===== config.mk =====
export PLATFORM = sky130hd
export DESIGN_NAME = pc_stall_timer
export DESIGN_NICKNAME = d
export VERILOG_FILES = /design/src/rtl/pc_stall_timer.sv
export SDC_FILE = /design/constraint.sdc
export NUM_CORES = 1
export LEC_CHECK = 0
export CORE_MARGIN = 3
export CORE_UTILIZATION = 61
export CTS_CLUSTER_DIAMETER = 50
export DETAILED_ROUTE_END_ITERATION = 8
export DONT_BUFFER_PORTS = 1
export PLACE_DENSITY = 0.74
export SLEW_MARGIN = 10
export SYNTH_ARGS = -nofsm -noshare
export SYNTH_HDL_FRONTEND = slang
export SYNTH_SLANG_ARGS = --single-unit

===== constraint.sdc =====
create_clock -name clk -period 2.4 [get_ports clk]
set_input_delay 0.48 -clock clk [delete_from_list [all_inputs] [get_ports clk]]
set_output_delay 0.48 -clock clk [all_outputs]
set_load 0.01 [all_outputs]

===== src/rtl/pc_stall_timer.sv =====
// pc_stall_timer: multi-channel program-counter stall generator.
// Each delayEn line, on a rising edge, holds pcEn low for its programmed
// number of clk cycles. busy shows which channels are counting, and done
// gives a one-cycle pulse when a channel's stall completes.
// Optional feature macro: STALL_ABORT_EN adds an abort input that clears
// all stalls.
module pc_stall_timer #(
  parameter int NUM_CH      = 2,
  parameter int CNT_W       = 9,
  parameter int RETRIG_MODE = 0
) (
  input  logic                      clk,
  input  logic                      rstn,
  input  logic [NUM_CH-1:0]         delayEn,
  input  logic [NUM_CH*CNT_W-1:0]   delayCycles,
`ifdef STALL_ABORT_EN
  input  logic                      abort,
`endif
  output logic                      pcEn,
  output logic [NUM_CH-1:0]         busy,
  output logic [NUM_CH-1:0]         done
);

  localparam logic [CNT_W-1:0] CNT_ZERO = {CNT_W{1'b0}};
  localparam logic [CNT_W-1:0] CNT_ONE  = CNT_W'(1);

  logic [CNT_W-1:0]  cnt_r     [NUM_CH];
  logic [CNT_W-1:0]  cnt_nxt_s [NUM_CH];
  logic [CNT_W-1:0]  d_s       [NUM_CH];
  logic [CNT_W-1:0]  dec_s     [NUM_CH];
  logic [CNT_W-1:0]  ext_s     [NUM_CH];
  logic [NUM_CH-1:0] den_q_r;
  logic [NUM_CH-1:0] edge_s;
  logic [NUM_CH-1:0] done_r;
  logic [NUM_CH-1:0] done_nxt_s;
  logic              abort_s;

  // Larger of two counts; used when extending a running stall.
  function automatic logic [CNT_W-1:0] max_cnt(input logic [CNT_W-1:0] a,
                                               input logic [CNT_W-1:0] b);
    if (a > b) begin
      return a;
    end else begin
      return b;
    end
  endfunction

`ifdef STALL_ABORT_EN
  assign abort_s = abort;
`else
  assign abort_s = 1'b0;
`endif

  // The edge register resets to all-ones so a line held high through reset
  // release is not seen as a new request.
  assign edge_s = delayEn & ~den_q_r;

  for (genvar g = 0; g < NUM_CH; g++) begin : g_ch
    assign d_s[g]   = delayCycles[g*CNT_W +: CNT_W];
    assign dec_s[g] = cnt_r[g] - CNT_ONE;
    assign ext_s[g] = max_cnt(dec_s[g], d_s[g]);
    assign busy[g]  = (cnt_r[g] != CNT_ZERO);
  end

  assign pcEn = ~|busy;
  assign done = done_r;

  // Per-channel next count and done pulse: load, count down, retrigger, abort.
  always_comb begin
    for (int i = 0; i < NUM_CH; i++) begin
      cnt_nxt_s[i]  = cnt_r[i];
      done_nxt_s[i] = 1'b0;
      if (abort_s) begin
        cnt_nxt_s[i]  = CNT_ZERO;
        done_nxt_s[i] = 1'b0;
      end else if (cnt_r[i] == CNT_ZERO) begin
        if (edge_s[i]) begin
          // A zero-length request completes immediately with a done pulse.
          cnt_nxt_s[i]  = d_s[i];
          done_nxt_s[i] = (d_s[i] == CNT_ZERO);
        end else begin
          cnt_nxt_s[i]  = CNT_ZERO;
          done_nxt_s[i] = 1'b0;
        end
      end else if (edge_s[i] && (RETRIG_MODE == 1)) begin
        cnt_nxt_s[i]  = d_s[i];
        done_nxt_s[i] = (d_s[i] == CNT_ZERO);
      end else if (edge_s[i] && (RETRIG_MODE == 2)) begin
        cnt_nxt_s[i]  = ext_s[i];
        done_nxt_s[i] = (ext_s[i] == CNT_ZERO);
      end else begin
        // Plain countdown; in mode 0 a retrigger edge lands here and is dropped.
        cnt_nxt_s[i]  = dec_s[i];
        done_nxt_s[i] = (dec_s[i] == CNT_ZERO);
      end
    end
  end

  // Counter, done and edge-history registers with synchronous active-low reset.
  always_ff @(posedge clk) begin
    if (!rstn) begin
      for (int i = 0; i < NUM_CH; i++) begin
        cnt_r[i] <= CNT_ZERO;
      end
      done_r  <= {NUM_CH{1'b0}};
      den_q_r <= {NUM_CH{1'b1}};
    end else begin
      for (int i = 0; i < NUM_CH; i++) begin
        cnt_r[i] <= cnt_nxt_s[i];
      end
      done_r  <= done_nxt_s;
      den_q_r <= delayEn;
    end
  end

endmodule


After elaboration in Yosys (flattened, before gate mapping):

Memory sizes are Yosys's and may differ from the RTL's.
Index checks and enable logic that the tools add are counted.

* input port bits: 22
* memories: 1
* memory bits (writable): 18
* register bits after elaboration: 4
* word-level logic and storage cells: 31
* output and inout port bits: 5

Memory list
* cnt_r: words 2, width 9, read ports 2, clocked after Yosys merged registers in 0, write ports 2, line 27 `logic [CNT_W-1:0] cnt_r [NUM_CH];`

* bitwise logic cells: 4
* reduce and logical (&&, ||, !) cells: 10
* add/sub/neg operators: 2
* mux-type cells: 12

Operators by type and width (count)
* 9-bit zero test: 6
* 9-bit 2-to-1 mux: 6
* 9-bit nonzero test: 2
* 9-bit by 1-bit subtractor with 9-bit output (second input constant): 2
* 1-bit 2-to-1 mux: 6
* 2-bit bitwise AND: 1
* 2-bit NOT: 1
* 1-bit OR: 2
* 2-bit OR reduction: 1
* 1-bit zero test: 1

Depth between registers and ports, before layout:

* depth after elaboration: 5
* depth in mapped cells: 8
* gate-level depth less buffers: 7

Worst setup path before layout:

Ideal clock, no wire load.

* path kind: flip-flop to output port
* from: mem cnt_r[0][0]
* to: out pcEn
* stages on the path, launching flop included: 8
* setup slack: 0.262 ns
* required time: 1.920 ns
* arrival time: 1.658 ns
* path buffers: 1
* cells stage by stage: dfxtp_1 > inv_1 > ha_1 > nor3b_1 > and3b_1 > buf_2 > inv_2 > nor2_1

RTL lines
* from (decl): line 27
* to (decl): line 19 `output logic pcEn,`

==> impl_summary.md <==
Yosys
After synthesis, the share of flip-flops with an asynchronous set or reset is 0%. A synthesized cell averages 7.95 um2. The cell count after synthesis came out at 158. For this run, the register share of the synthesized area comes to 35.1%.

The commonest register cell after synthesis is dfxtp_1. The net count after synthesis is 184. The post-synthesis cell type count is 40. Yosys mapped a number of flops with a built-in enable equal to 0.

The mapped netlist covers 1260 um2. The synthesis warning total is 0. The post-synthesis sequential element count is 22.

Finish
The post-layout instance area is 1370 um2. The number of antenna cells inserted is 0. The post-route netlist has 11.8% of its cells at a drive strength greater than 1.

From synthesis to final layout, the design area changed by 8.86%. In the final design database the tool counted 188 nets.

Critical path
The number of buffers and inverters on the critical path is 2. In this design, the stage delay of the slowest critical-path cell is 490 ps. The worst register-to-register path ends at cnt_r[0][9]. The biggest fanout along the worst timing path is 5. The critical path endpoint category is an output port.

The startpoint class of the critical path is a flip-flop. The critical path crosses 6 cells after its start point. Walking the worst path, the cells encountered are inv_1 > ha_4 > or4b_4 > nor2_2 > inv_2 > nor2_4.

The required arrival time at the worst endpoint is 1920 ps. For the worst setup path, the data arrival time is 1840 ps. The launch point of the worst reg-to-reg path is cnt_r[0][9]. The startpoint of the most critical setup path is cnt_r[0][9]. The setup path with the least slack is of type reg2out. The standard cell with the maximum stage delay on the critical path is or4b_4. Grouping stages by cell kind, the critical path spends the most delay in simple AND/OR/NAND/NOR gates.

Following the worst setup path forward leads to its endpoint at pcEn. The number of cells on the worst reg-to-reg path is 7. The setup slack of the worst register-to-register path is 460 ps.

Die
The die area is 2640 um2. 27 I/O pins were placed. The site row count is 15. The initial utilization of the core area, before any placement, comes to 68.3%.

The die is 51.4 um wide. The die height is 51.4 um. The area of the core is 1840 um2.

Route
After detailed routing, the wire length on met1 is 1.28 mm. The met3 routed wirelength is 266 um. The final routed wire length divided by cell count is 15.8 um.

After the first detailed-routing iteration, the DRC count stood at 39. For this run, design rule violations remaining after detail routing come to 0. The average via count per standard cell is 6.42. Routed signal wires occupy layers up through met4. In the detailed route, the total length drawn on met2 is 1.35 mm. Before antenna repair, the detailed router went through 4 iterations. The routed via count is 1,195. The remaining number of nets flagged by the antenna check after routing is 0.

The final routed wirelength across all metal layers is 2.93 mm.

Job
The number of maximum-capacitance constraint violations is 0.

Clock tree
Clock-pin slew was measured on the worst setup and hold paths at 120 ps. The root buffer cell is clkbuf_4. The clock sink count is 22. The number of buffers created by CTS is 3. The CTS H-tree depth is 1. The clock latency on the worst-skew pair is 320 ps. The maximum clock path buffer count is 2. The number of buffers added for setup after CTS is 0. The TritonCTS clock tree is done.

Pwr
The combinational group share of total power is 56.6%. For this design the static power due to leakage is 0.514 nW. For this design the ratio of total power to cell area is 1470 nW/um2.

The internal portion of the total power is 1.10 mW. The fraction of power spent switching nets is 45.3%. Across the VDD grid, the largest voltage drop is 0.823 mV.

In this run the power spent charging and discharging nets is 0.912 mW. In this run, flip-flops and latches consume 32.9% of the power. The clock network power share is 10.5%.

STA
Clock skew on the completed layout was measured at 1.49 ps. On the final layout, the worst hold slack is 228 ps. The time the worst path needs with I/O delays and setup is 2320 ps. Setup violations remaining at the end of the flow were counted as 0. The transition time at the pin with the least slew margin is 614 ps.

The number of hold-slack violations in the final timing report is 0. The portion of the clock cycle consumed by the worst path in the final layout is 96.6%. For this run, the top clock speed supported by timing is 0.431 GHz. Headroom to the max-slew limit came out at 58.5%.

The final-report max-slew violation count was 0.

Place
The cell area reported after detailed placement is 1300 um2. The routability-driven placement congestion ratio is 0.918. Buffers placed on the I/O ports in this run total 0. The detailed placer's ending HPWL is 2.21 mm.

GRT
The initial antenna violation count was 0. The total overflow left after global routing is 0. The via count of the first global-routing pass came to 1,125. Entering global routing, the biggest net connects 17 pins. The overall fraction of global-route tracks in use is 24.9%.

The first-pass GRT wire length is 4.93 mm.

Worst hold path
The min-delay analysis places its worst path in the category in2reg.

Run status
The flow ran to the end, and the final reports show no timing, DRC or antenna violations.
registers in the layout, summed over array words and instances, names as in the netlist:
name	cells
den_q_r	2
done	2
cnt_r	18
worst reg2reg max path, delay by kind of cell, from the launching register on:
kind / cells / cell delay [ps]
multiplexers: 1 / 320
adder cells (fa/ha/maj): 1 / 160
AND/OR/NAND/NOR: 3 / 770
buffers and inverters: 2 / 260
flip-flops: 1 / 360
kinds of logic after synthesis:
| kind of cell | share of synthesized area (%) |
|---|---|
| and+or+nand+nor | 32.1 |
| AOI/OAI and AO/OA | 17.1 |
| DFF | 35.1 |
| buffers and inverters | 4.68 |
| muxes | 4.28 |
| xor gates and xnor gates | 2.79 |
| adders and majority gates | 3.98 |
routing by layer:
| metal | GRT usage (%) | vias up |
|---|---|---|
| met5 | 0 | - |
| met4 | 7.42 | 0 |
| met3 | 4.66 | 5 |
| met2 | 38.1 | 58 |
| met1 | 35.2 | 556 |
| li1 | - | 576 |
worst min path at each step:
| stage | from | to | slack (ps) | cells past startpoint |
|---|---|---|---|---|
| finish | rstn | den_q_r[0] | 230 | 1 |
| global route | rstn | den_q_r[1] | 220 | 1 |
| CTS | rstn | den_q_r[0] | 220 | 1 |
| detailed placement | cnt_r[0][7] | cnt_r[0][7] | 500 | 2 |
| global placement | cnt_r[0][8] | cnt_r[0][8] | 510 | 2 |
| floorplan | cnt_r[0][8] | cnt_r[0][8] | 470 | 2 |
metrics by stage:
| step | worst slack [ps] | power, mW | utilization (%) | setup TNS, ps | std cells |
|---|---|---|---|---|---|
| floorplan | 262 | 1.46 | - | 0 | 158 |
| global placement | 397 | 1.68 | 70.7 | 0 | 182 |
| detailed placement | 334 | 1.72 | 70.7 | 0 | 182 |
| CTS | 6.60 | 1.94 | 72.8 | 0 | 186 |
| global route | -14.5 | 2.19 | 74.4 | -14.5 | 186 |
| finish | 81.7 | 2.01 | 74.4 | 0 | 186 |
placed cells by master (no fill, tap or decap), types with 2 or more instances in the layout:
master	count
nand2_1	14
nand2b_1	2
inv_2	2
or4_1	5
o21ai_0	3
nor3_1	8
nor4_1	4
mux2_1	3
ha_1	3
xnor2_1	4
o21ai_1	2
o31ai_1	3
inv_1	7
o21a_1	4
nor3b_1	2
mux2i_1	2
nor2_1	12
and3_1	3
nand4_1	4
buf_4	5
nor2b_1	4
clkbuf_4	3
a21oi_1	15
dfxtp_1	22
nand3_1	5
final cells by class:
cell class	count	area [um2]
well taps	25	31.3
multi-input cells	121	788
fillers	154	472
repair buffers	5	37.5
flip-flops and latches	22	440
clock buffers	4	36.3
inverters	9	33.8
power groups by stage:
| stage | combinational (mW) | clock (mW) | sequential, mW |
|---|---|---|---|
| after global routing | 1.27 | 0.232 | 0.687 |
| final | 1.14 | 0.211 | 0.662 |
| after CTS | 1.08 | 0.216 | 0.648 |
| after detailed placement | 1.06 | 0 | 0.659 |
| after global placement | 1.03 | 0 | 0.650 |
| after floorplan | 0.854 | 0 | 0.610 |
Yosys cell counts, types with 2 or more instances:
| cell | n | area share, % |
|---|---|---|
| nand3_1 | 5 | 2.0 |
| nand2b_1 | 2 | 1.0 |
| xnor2_1 | 4 | 2.8 |
| buf_2 | 2 | 0.80 |
| o21ai_1 | 2 | 0.80 |
| nor4_1 | 5 | 2.5 |
| nor2b_1 | 4 | 2.0 |
| o21a_1 | 4 | 2.4 |
| inv_2 | 2 | 0.60 |
| mux2_1 | 3 | 2.7 |
| ha_1 | 4 | 4.0 |
| nand2_1 | 14 | 4.2 |
| and3_1 | 3 | 1.5 |
| o21ai_0 | 3 | 1.2 |
| a21oi_1 | 15 | 6.0 |
| nor2_1 | 13 | 3.9 |
| nor3_1 | 8 | 3.2 |
| or4_1 | 5 | 3.0 |
| nand4_1 | 4 | 2.0 |
| dfxtp_1 | 22 | 35 |
| mux2i_1 | 2 | 1.6 |
| inv_1 | 7 | 2.1 |
| clkbuf_1 | 4 | 1.2 |
| nor3b_1 | 3 | 1.8 |
| o31ai_1 | 3 | 1.8 |
what timing repair did:
action,4_1_cts,5_1_grt
gates resized for setup,1,5
hold buffers,0,0
endpoints found under the setup margin,1,1
No activity file was read; power rests on OpenSTA's default activity.
